==> src/rtl/fifo_serializer.sv <==
// Pulls 16-bit words from a synchronous FIFO read port and sends each one as a
// serial frame: start bit (0), 16 data bits MSB first, stop bit (1).
module fifo_serializer #(
  parameter int unsigned DIV = 4
) (
  input  logic        CLK,
  input  logic        RST,
  input  logic        EN,
  input  logic        EMPTY,
  input  logic        VALID,
  input  logic        UNDER,
  input  logic [15:0] DOUT,
  output logic        RD,
  output logic        TXD,
  output logic        BUSY,
  output logic        ERR,
  output logic [7:0]  SENT
);

  localparam int unsigned DW = 16;
  localparam int unsigned BW = 4;
  localparam int unsigned WW = 2;
  localparam int unsigned CW = 8;
  localparam int unsigned TW = ($clog2(DIV) < 1) ? 1 : $clog2(DIV);

  typedef enum logic [2:0] {
    S_IDLE,
    S_REQ,
    S_WAIT,
    S_START,
    S_DATA,
    S_STOP
  } state_e;

  state_e        state_q, state_d;
  logic [DW-1:0] shift_q, shift_d;
  logic [BW-1:0] bit_q, bit_d;
  logic [TW-1:0] tick_q, tick_d;
  logic [WW-1:0] wait_q, wait_d;
  logic [CW-1:0] sent_q, sent_d;
  logic          rd_q, rd_d;
  logic          txd_q, txd_d;
  logic          busy_q, busy_d;
  logic          err_q, err_d;
  logic          last_tick;

  assign last_tick = (tick_q == TW'(DIV - 1));

  // Next-state logic; outputs are derived from the next state so they are
  // registered yet line up with the state they describe.
  always_comb begin
    state_d = state_q;
    shift_d = shift_q;
    bit_d   = bit_q;
    tick_d  = tick_q;
    wait_d  = wait_q;
    sent_d  = sent_q;
    err_d   = 1'b0;

    case (state_q)
      S_IDLE: begin
        if (EN && !EMPTY) state_d = S_REQ;
      end
      S_REQ: begin
        wait_d  = '0;
        state_d = S_WAIT;
      end
      S_WAIT: begin
        if (VALID) begin
          shift_d = DOUT;
          tick_d  = '0;
          state_d = S_START;
        end else if (UNDER || (wait_q == WW'(3))) begin
          err_d   = 1'b1;
          state_d = S_IDLE;
        end else begin
          wait_d = wait_q + WW'(1);
        end
      end
      S_START: begin
        if (last_tick) begin
          tick_d  = '0;
          bit_d   = '0;
          state_d = S_DATA;
        end else begin
          tick_d = tick_q + TW'(1);
        end
      end
      S_DATA: begin
        if (last_tick) begin
          tick_d = '0;
          if (bit_q == BW'(DW - 1)) begin
            state_d = S_STOP;
          end else begin
            bit_d   = bit_q + BW'(1);
            shift_d = shift_q << 1;
          end
        end else begin
          tick_d = tick_q + TW'(1);
        end
      end
      S_STOP: begin
        if (last_tick) begin
          tick_d  = '0;
          sent_d  = sent_q + CW'(1);
          state_d = S_IDLE;
        end else begin
          tick_d = tick_q + TW'(1);
        end
      end
      default: begin
        state_d = S_IDLE;
      end
    endcase

    rd_d   = (state_d == S_REQ);
    busy_d = (state_d != S_IDLE);
    case (state_d)
      S_START: txd_d = 1'b0;
      S_DATA:  txd_d = shift_d[DW-1];
      default: txd_d = 1'b1;
    endcase
  end

  always_ff @(posedge CLK) begin
    if (!RST) begin
      state_q <= S_IDLE;
      shift_q <= '0;
      bit_q   <= '0;
      tick_q  <= '0;
      wait_q  <= '0;
      sent_q  <= '0;
      rd_q    <= 1'b0;
      txd_q   <= 1'b1;
      busy_q  <= 1'b0;
      err_q   <= 1'b0;
    end else begin
      state_q <= state_d;
      shift_q <= shift_d;
      bit_q   <= bit_d;
      tick_q  <= tick_d;
      wait_q  <= wait_d;
      sent_q  <= sent_d;
      rd_q    <= rd_d;
      txd_q   <= txd_d;
      busy_q  <= busy_d;
      err_q   <= err_d;
    end
  end

  assign RD   = rd_q;
  assign TXD  = txd_q;
  assign BUSY = busy_q;
  assign ERR  = err_q;
  assign SENT = sent_q;

endmodule
==> config.mk <==
export PLATFORM = sky130hd
export DESIGN_NAME = fifo_serializer
export DESIGN_NICKNAME = d
export VERILOG_FILES = /design/src/rtl/fifo_serializer.sv
export SDC_FILE = /design/constraint.sdc
export NUM_CORES = 1
export LEC_CHECK = 0
export CELL_PAD_IN_SITES_DETAIL_PLACEMENT = 1
export CELL_PAD_IN_SITES_GLOBAL_PLACEMENT = 1
export CORE_ASPECT_RATIO = 1.1
export CORE_MARGIN = 2
export CORE_UTILIZATION = 40
export DETAILED_ROUTE_END_ITERATION = 8
export GPL_TIMING_DRIVEN = 1
export PLACE_DENSITY = 0.86
export SLEW_MARGIN = 20
export SYNTH_ARGS = -nofsm -noshare
export SYNTH_HDL_FRONTEND = slang
export SYNTH_SLANG_ARGS = --single-unit
export TNS_END_PERCENT = 50
==> constraint.sdc <==
create_clock -name CLK -period 2 [get_ports CLK]
set_input_delay 0.6 -clock CLK [delete_from_list [all_inputs] [get_ports CLK]]
set_output_delay 0.6 -clock CLK [all_outputs]
set_load 0.1 [all_outputs]
==> metrics <==
Critical path origin VALID; clk slew on worst S/H paths about 0.080 ns; syn_nets about 230; non-filler instance count after layout just under 300; IO Port Bufs 33; CP endpoint shift_q[3]; CTS tree done; Clock Sinks 39; mux cell area share after synthesis between 1 and 1.5%; critical path class input pin to register; fin nets 264; Synth Register Bits 39; Pleak 0.988 nW; startpoint types input pin; Synth Warn # 0; worst r2r src tick_q[0]; achievable clock frequency roughly 0.54 GHz; Gate Count Post-Synth 201; WL final between 4000 and 5000 um; Mapped Area 1940 um^2; worst path bufs/invs 1; P per Cell Area approximately 660 nW/um^2; Reg2Reg Depth 5; Worst setup EP type register; FF-to-FF setup slack approximately 0.24 ns; Ports 34; most frequent cells in the layout dfxtp_1, clkdlybuf4s50_1, and2_1; period utilization between 90% and 100%; main flop type after synthesis dfxtp_1; total CTS buffers 5; Synth Area in XOR/XNOR 2.71%; gpl congestion slightly above 0.7; fin util roughly 57%; Pre-Repair DR Iteration Count 4; critical path arrival approximately 2.1 ns; WL per Instance between 15 and 20 um; Antenna Cells 0; root buffer cell clkbuf_8; Die Wd a little over 70 um; fin. max-slew vios 0; setup tns final 0 ns; Slew @ Worst Pin between 0.5 and 0.6 ns; vias in the first global route about 1700; Die Y 77.1 um; Max clock buf depth 2; commonest non-fill, non-tap cell in the layout dfxtp_1; Hold WS between 0.4 and 0.5 ns; # setup viols final 0; Top delay family on crit path simple AND/OR/NAND/NOR gates; final HPWL from detailed placement 3340 um; postcts setup bufs 0; critical path required time 2.25 ns; RSZ-0062 raised after global routing false; drc violations 0; P&R area growth vs syn 35.6%; number of synthesized flops with an enable pin 0; Slowest-stage cell, CP and3b_1; Congestion Overflow GR 0; antenna viol nets, final 0; Adder-Cell Fraction of Synth Area 2.58%; Max-Slew Margin vs Limit approximately 65%; crit-path max cell delay about 0.52 ns; Worst Hold Class register to register; crit path cell chain clkdlybuf4s50_1, and3b_1, a32oi_1, o2bb2ai_1, and2_1; Total Routing Usage GR between 10% and 20%; initial antenna violation count 0; Final min period roughly 1.8 ns; layout cells sized above 1 16.3%; Fin Clk Skew 0.00221 ns; H-tree levels 2; Async SR Flop Fraction 0%; largest net degree at the start of global routing 38; DR iter-0 viols 96; global-route wire length before repair approximately 8400 um; Netlist cell types 48; Critical R2R Capture bit_q[3]; Syn Area/Cell 9.66 um^2; clock insertion delay at the later pin of the skew report ~0.30 ns; Crit path depth 5; Seq/Total Area, Yosys roughly two fifths; starting density of the core 41.7%; placed insts 287; die area around 5400 um^2; MaxCap Viol Count 0; final hold violations 0; Cell Rows 26; crit-path max FO 14; Final Total Pwr between 1.5 and 2 mW; DR vias/cell 5.74; Worst VDD drop around 0.37 mV; Post-Synth Simple-Gate Area a little under a quarter; status finished, final reports clean; routed vias around 1700; compound-cell area share of the yosys netlist between 20% and 30%; largest family of logic cells by synthesized area compound AO/OA/AOI/OAI gates; core footprint around 4700 um^2
[flip-flops by register name, indices dropped and copies added, names as in the netlist]
register / count
shift_q: 16
SENT: 8
bit_q: 4
state_q: 3
tick_q: 2
wait_q: 2
BUSY: 1
ERR: 1
RD: 1
TXD: 1
[where the power goes]
group | switching [mW] | internal [mW] | leakage [nW]
clock network | 0.292 | 0.404 | 0.0612
registers | 0.0236 | 0.795 | 0.315
logic | 0.107 | 0.111 | 0.612
total | 0.422 | 1.31 | 0.988
[through the flow]
stage               cell area (um^2)  setup WS [ns]
floorplan                       1940          0.124
global placement                2510         -0.123
detailed placement              2510         -0.160
CTS                             2630         0.0865
global route                    2630         0.0844
finish                          2630          0.155
[metal layers]
metal,share of wire (%),GRT usage (%)
met1,46,25.1
met2,49,32.0
met3,3.6,4.20
met4,1.5,6.92
met5,0,0
[worst min-delay path by stage]
stage                    from  depth (start not counted)  slack, ns   endpoint
finish              wait_q[1]                          2       0.49  wait_q[1]
floorplan            bit_q[1]                          2       0.45   bit_q[1]
global route        wait_q[1]                          2       0.52  wait_q[1]
global placement     bit_q[1]                          2       0.46   bit_q[1]
CTS                 wait_q[1]                          2       0.50  wait_q[1]
detailed placement  wait_q[1]                          2       0.49  wait_q[1]
[worst register-to-register path, stage by stage, from the launching register on]
cell	delay (ns)
dfxtp_1	0.36
ha_2	0.34
and4b_1	0.34
a31oi_2	0.11
or3_1	0.40
a21oi_1	0.15
[layout make-up]
type | count | area (um^2)
inverter | 2 | 7.51
timing repair buffer | 46 | 573
clock buffer | 6 | 82.6
clock inverter | 2 | 35.0
sequential | 39 | 781
fill | 513 | 2020
tap | 56 | 70.1
multi-input combinational | 144 | 1080
[cells in the mapped netlist, drive strengths merged (2+ instances only)]
master | n | area share, %
dfxtp | 39 | 40
and2 | 20 | 6.4
a32oi | 14 | 6.3
o2bb2ai | 14 | 6.3
buf | 9 | 2.4
nand2 | 8 | 1.5
a21boi | 7 | 2.7
clkbuf | 7 | 1.4
o21ai | 7 | 1.8
a21oi | 6 | 1.5
nand2b | 5 | 1.6
ha | 4 | 2.6
nand3 | 4 | 1.0
nand3b | 4 | 1.5
nand4 | 4 | 1.3
nor3 | 4 | 1.0
xnor2 | 4 | 1.8
nor2b | 3 | 0.97
or3 | 3 | 0.97
a22oi | 2 | 0.77
a31oi | 2 | 1.7
and3 | 2 | 0.64
and3b | 2 | 0.90
and4b | 2 | 1.0
inv | 2 | 0.39
mux2i | 2 | 1.0
o211a | 2 | 1.0
o21a | 2 | 0.77
o31ai | 2 | 0.77
xor2 | 2 | 0.90
[repair_timing]
action                     in CTS  in global routing
resized for setup               0                  2
hold buffers                    0                  0
setup endpoints to repair       0                  3
[cell families (layout without fill, tap and decap cells)]
family / Yosys count / in the layout
AND/OR/NAND/NOR: 68 / 68
adder cells (fa/ha/maj): 4 / 4
flip-flops: 39 / 39
AO/OA/AOI/OAI: 64 / 64
multiplexers: 2 / 2
XOR/XNOR: 6 / 6
buffers and inverters: 18 / 56
(Power assumes the default switching activity.)
